File: config.mk
export PLATFORM = sky130hd
export DESIGN_NAME = text_script_sequencer
export DESIGN_NICKNAME = d
export VERILOG_FILES = /design/src/rtl/text_script_sequencer.sv
export SDC_FILE = /design/constraint.sdc
export NUM_CORES = 1
export LEC_CHECK = 0
export CAP_MARGIN = 30
export CELL_PAD_IN_SITES_DETAIL_PLACEMENT = 0
export CELL_PAD_IN_SITES_GLOBAL_PLACEMENT = 1
export CORE_UTILIZATION = 48
export DETAILED_ROUTE_END_ITERATION = 16
export DONT_BUFFER_PORTS = 1
export GPL_ROUTABILITY_DRIVEN = 1
export HOLD_SLACK_MARGIN = 0.08
export PLACE_DENSITY = 0.83
export SLEW_MARGIN = 40
export SYNTH_ARGS = -nofsm -noshare
export SYNTH_HDL_FRONTEND = slang
export SYNTH_SLANG_ARGS = --single-unit
export TNS_END_PERCENT = 20
File: constraint.sdc
create_clock -name clk -period 2.3 [get_ports clk]
set_clock_uncertainty 0.05 [all_clocks]
set_input_delay 0.69 -clock clk [delete_from_list [all_inputs] [get_ports clk]]
set_output_delay 0.69 -clock clk [all_outputs]
set_load 0.03 [all_outputs]
File: src/rtl/text_script_sequencer.sv
// text_script_sequencer: runs draw/erase/wait/end scripts from an external ROM through a string-drawer handshake
//   clk, reset (async, active-low)
//   start, script_sel, abort, btn         : control from the game FSM
//   script_addr -> ROM, script_data <- ROM: {sel, pc} address, combinational read
//   str_id, x_off, y_off, pixel_color     : registered drawer arguments
//   draw_clear, draw_start <- draw_done   : drawer handshake
//   busy, done                            : run status
module text_script_sequencer #(
  parameter int NUM_ENTRIES = 8,
  parameter int NUM_SCRIPTS = 4,
  parameter int COORD_W = 11,
  parameter int ID_W = 4,
  parameter int SETTLE_CYC = 6,
  parameter int ENTRY_W = 2 + 2 * COORD_W + ID_W,
  localparam int PCW = NUM_ENTRIES > 1 ? $clog2(NUM_ENTRIES) : 1,
  localparam int SW = NUM_SCRIPTS > 1 ? $clog2(NUM_SCRIPTS) : 1
) (
  input  logic clk,
  input  logic reset,
  input  logic start,
  input  logic [SW-1:0] script_sel,
  input  logic abort,
  input  logic btn,
  output logic [SW+PCW-1:0] script_addr,
  input  logic [ENTRY_W-1:0] script_data,
  output logic [ID_W-1:0] str_id,
  output logic [COORD_W-1:0] x_off,
  output logic [COORD_W-1:0] y_off,
  output logic pixel_color,
  output logic draw_clear,
  output logic draw_start,
  input  logic draw_done,
  output logic busy,
  output logic done
);
  localparam logic [1:0] OP_WAIT = 2'd2;
  localparam logic [1:0] OP_END = 2'd3;
  localparam logic [PCW-1:0] LAST_PC = PCW'(NUM_ENTRIES - 1);
  typedef enum logic [2:0] {IDLE, FETCH, CLEAR, SETTLE, DRAW, WAIT_BTN, NEXT, FINISHED} state_t;
  state_t state, state_d;
  logic [PCW-1:0] pc;
  logic [SW-1:0] sel_q;
  logic [7:0] cnt;
  logic armed;
  logic [1:0] op;
  assign op = script_data[ENTRY_W-1 -: 2];
  assign script_addr = {sel_q, pc};
  always_ff @(posedge clk or negedge reset)
    if (!reset) state <= IDLE;
    else state <= state_d;
  always_comb begin
    state_d = state;
    if (abort) state_d = IDLE;
    else
      case (state)
        IDLE: if (start) state_d = FETCH;
        FETCH: state_d = op == OP_WAIT ? WAIT_BTN : op == OP_END ? FINISHED : CLEAR;
        CLEAR: state_d = SETTLE;
        SETTLE: if (cnt == 8'(SETTLE_CYC - 1)) state_d = DRAW;
        // armed is low in the first DRAW cycle so a stale draw_done cannot finish the entry
        DRAW: if (draw_done && armed) state_d = NEXT;
        WAIT_BTN: if (btn) state_d = NEXT;
        NEXT: state_d = pc == LAST_PC ? FINISHED : FETCH;
        FINISHED: if (!start) state_d = IDLE;
        default: state_d = IDLE;
      endcase
  end
  always_comb begin
    draw_clear = state == CLEAR;
    draw_start = state == DRAW;
    busy = state != IDLE && state != FINISHED;
    done = state == FINISHED;
  end
  always_ff @(posedge clk or negedge reset)
    if (!reset) begin
      pc <= '0;
      sel_q <= '0;
      cnt <= '0;
      armed <= 1'b0;
      str_id <= '0;
      x_off <= '0;
      y_off <= '0;
      pixel_color <= 1'b1;
    end else begin
      armed <= state == DRAW;
      cnt <= state == SETTLE ? cnt + 8'd1 : 8'd0;
      if (abort) pc <= '0;
      else if (state == IDLE && start) begin
        sel_q <= script_sel;
        pc <= '0;
      end else if (state == NEXT && pc != LAST_PC) pc <= pc + PCW'(1);
      // only draw/erase entries update the drawer arguments
      if (state == FETCH && !op[1] && !abort) begin
        str_id <= script_data[ID_W-1:0];
        y_off <= script_data[COORD_W+ID_W-1 -: COORD_W];
        x_off <= script_data[2*COORD_W+ID_W-1 -: COORD_W];
        pixel_color <= !op[0];
      end
    end
endmodule

==> impl_metrics.csv <==
group,metric,value,unit
status,status,"finished clean",
logic_synthesis,synth_seq_area_share,56.6,%
final_layout,fin_nets,196,
global_route,grt_pass1_vias,1190,
worst_setup_path,cpPeakStageDelay,560,ps
route,wl_per_cell,17.8,microns
worst_setup_path,endpoint,"busy",
placed_design,dp_hpwl,2560,microns
timing,max-slew-margin-rel,64.6,%
worst_setup_path,timing.rr.end,"state[0]",
placed_design,dp.cells,196,
route,wl,3650,microns
route,viasPerCell,5.71,
route,route.top_layer_used,"met4",
clock_network,hold_buffers,1,
power_and_ir_drop,power.density,1420,nW/um^2
final_layout,fin_util,56.6,%
route,firstDrtPassIters,4,
route,vias,1171,
final_layout,drive_gt1_share,30.6,%
power_and_ir_drop,p_switching,0.00131,W
worst_setup_path,r2r_slack,360,ps
power_and_ir_drop,netSwitchingFraction,43.3,%
timing,rsz0062_at_grt,"no",
route,dr_wl_met2,1700,microns
floorplanning,die_area,4310,sq um
run,cap_violations,0,
route,dr_wl_met3,397,microns
power_and_ir_drop,internal-power,0.00172,W
global_route,grt_start_max_net_pins,44,
worst_setup_path,startpoint,"state[0]",
final_layout,most-common-layout-cells,"dfrtp_1, mux2_2, nor2_1",
worst_setup_path,worstPathArrival,1440,ps
worst_setup_path,r2r-start,"cnt[1]",
final_layout,register_area,1100,sq um
final_layout,final_common_cell,"dfrtp_1",
global_route,overflow,0,
final_layout,area_growth,9.58,%
power_and_ir_drop,fin_total_pwr,0.00304,W
clock_network,postCtsSetupBuffers,0,
timing,slew_viol_final,0,
power_and_ir_drop,pwr-share-comb,19.8,%
clock_network,root_buffer,"clkbuf_8",
clock_network,cts_sinks,44,
logic_synthesis,synth_area,1950,sq um
clock_network,cts_tree,"done",
floorplanning,die_h,65.7,microns
worst_setup_path,endpoint_kind,"output port",
timing,tightest_slew,527,ps
route,drt_iter0_markers,64,
route,wl_met1,1490,microns
power_and_ir_drop,pwr-share-seq,60.3,%
clock_network,clkLatencyLatePin,300,ps
power_and_ir_drop,clock_power_share,19.9,%
clock_network,clockBufferDepth,2,
power_and_ir_drop,p_leak,0.925,nW
clock_network,clkSlewWorstSetupHoldPaths,80,ps
timing,fmax,459,MHz
timing,fin_crit,2180,ps
clock_network,cts_resized,0,
floorplanning,io_pins,72,
route,route.detailed.drc,0,
worst_setup_path,crit_buf_inv,1,
global_route,grtUsageTotal,18.0,%
timing,fin_setup_tns,0,ps
worst_hold_path,hold_path_class,"in -> async",
route,final_antenna_net_count,0,
clock_network,numCtsBuffers,5,
worst_setup_path,startpoint_type,"flip-flop",
logic_synthesis,syn-num-nets,189,
timing,final-setup-viol-count,0,
power_and_ir_drop,ir_worst_vdd,0.000835,V
timing,fin_crit_sh,94.6,%
final_layout,diodes,0,
placed_design,pre_cts_ws,335,ps
global_route,antenna_found_initial,0,
worst_setup_path,crit_chain,"and3_4 -> nor2_1 -> buf_4",
logic_synthesis,ys_ff_latch,44,
worst_setup_path,worst_path_dominant_cell_family,"flip-flops",
logic_synthesis,yosysWarnings,0,
worst_setup_path,worst-path-stages,3,
floorplanning,start_util,51.6,%
timing,worst_slack,124,ps
floorplanning,core_area,3770,sq um
final_layout,multiInputGateArea,791,sq um
final_layout,finalNonFillerCells,205,
logic_synthesis,yosysUniqueCellTypes,33,
timing,final-hold-violation-count,0,
worst_setup_path,cp_max_fo,13,
floorplanning,die_x,65.7,microns
worst_setup_path,critPathSlowestCell,"dfrtp_1",
worst_setup_path,critPathRequiredTime,1560,ps
floorplanning,rows,22,
placed_design,portBuffers,0,
worst_setup_path,crit_type,"reg -> out",
clock_network,h-tree-depth,2,
logic_synthesis,syn_inst,149,
placed_design,gp_congestion,0.784,
final_layout,nFillCells,320,
worst_setup_path,ff2ff_path_depth,6,
global_route,grt_pass1_wl,5650,microns
logic_synthesis,syn_avg_cell_area,13.1,sq um
==> synthesized netlist by cell type <==
master | number | area share, %
a21boi_0 | 2 | 0.77
a21oi_1 | 2 | 0.51
and2b_1 | 1 | 0.39
and3_1 | 2 | 0.64
and3_4 | 1 | 0.58
buf_2 | 1 | 0.26
buf_4 | 3 | 1.2
buf_6 | 1 | 0.58
dfrtp_1 | 43 | 55
dfstp_2 | 1 | 1.3
ha_1 | 4 | 2.6
inv_1 | 4 | 0.77
mux2_1 | 1 | 0.58
mux2_2 | 28 | 16
mux2_4 | 1 | 0.77
mux2i_1 | 2 | 1.0
nand2_1 | 5 | 0.96
nand2b_1 | 2 | 0.64
nand3_1 | 5 | 1.3
nand3b_2 | 1 | 0.58
nor2_1 | 14 | 2.7
nor2b_1 | 1 | 0.32
nor3_1 | 5 | 1.3
nor4_4 | 1 | 1.1
nor4bb_1 | 1 | 0.51
o211a_2 | 1 | 0.51
o21ai_0 | 3 | 0.77
o311ai_0 | 3 | 1.3
o31ai_1 | 1 | 0.39
o41ai_1 | 1 | 0.45
or3_4 | 1 | 0.58
xnor2_1 | 2 | 0.90
xor2_1 | 5 | 2.2
==> power by group through the flow <==
stage          logic, W  registers (W)  clock network, W
3_5_place_dp   0.000593        0.00184                 0
6_report       0.000600        0.00183          0.000605
3_3_place_gp   0.000554        0.00184                 0
2_1_floorplan  0.000542        0.00174                 0
4_1_cts        0.000608        0.00183          0.000615
5_1_grt        0.000652        0.00187          0.000640
==> metal layers <==
layer  vias to the layer above  track usage [%]
li1                        534                -
met1                       572             21.7
met2                        59             27.6
met3                         6             8.68
met4                         0             7.34
met5                         -                0
==> through the flow <==
| stage | cell area (sq um) | hold slack, ps |
|---|---|---|
| 6_report | 2130 | 173 |
| 5_1_grt | 2130 | 158 |
| 4_1_cts | 2130 | 168 |
| 3_5_place_dp | 2000 | 345 |
| 3_3_place_gp | 2000 | 346 |
| 2_1_floorplan | 1950 | 344 |
==> sequential cells by signal, summed over array words and instances (netlist names) <==
signal / flops
pc: 3
cnt: 8
sel_q: 2
y_off: 11
str_id: 4
state: 3
x_off: 11
pixel_color: 1
armed: 1
==> cells by family after synthesis <==
family                     count (synthesis)  share of synthesized area (%)
AOI/OAI and AO/OA                         13                           4.76
xor gates and xnor gates                   7                           3.15
adders and majority gates                  4                           2.57
buffers and inverters                      9                           2.76
DFF                                       44                           56.6
muxes                                     32                           18.6
and+or+nand+nor                           40                           11.6
==> how the worst min path moves through the flow <==
| stage | startpoint | endpoint | cells after the start |
|---|---|---|---|
| after floorplan | reset | armed | 0 |
| after global placement | reset | armed | 0 |
| after detailed placement | reset | armed | 0 |
| after CTS | reset | pixel_color | 0 |
| after global routing | reset | pixel_color | 0 |
| final | reset | pc[1] | 1 |
==> area by class of cell <==
cell class,instances,share of cell area [%]
flip-flops and latches,44,51.7
multi-input cells,96,37.1
clock buffers,5,3.23
well taps,48,2.82
repair buffers,5,2.35
clock inverters,3,2.17
inverters,4,0.704
==> worst reg2reg max path, stage by stage (launching register included) <==
cell and delay, ps:
dfrtp_1 420, inv_1 80, ha_1 140, nor4bb_1 260, a21oi_1 150, or3_4 420, o41ai_1 320
(Power assumes the default switching activity.)
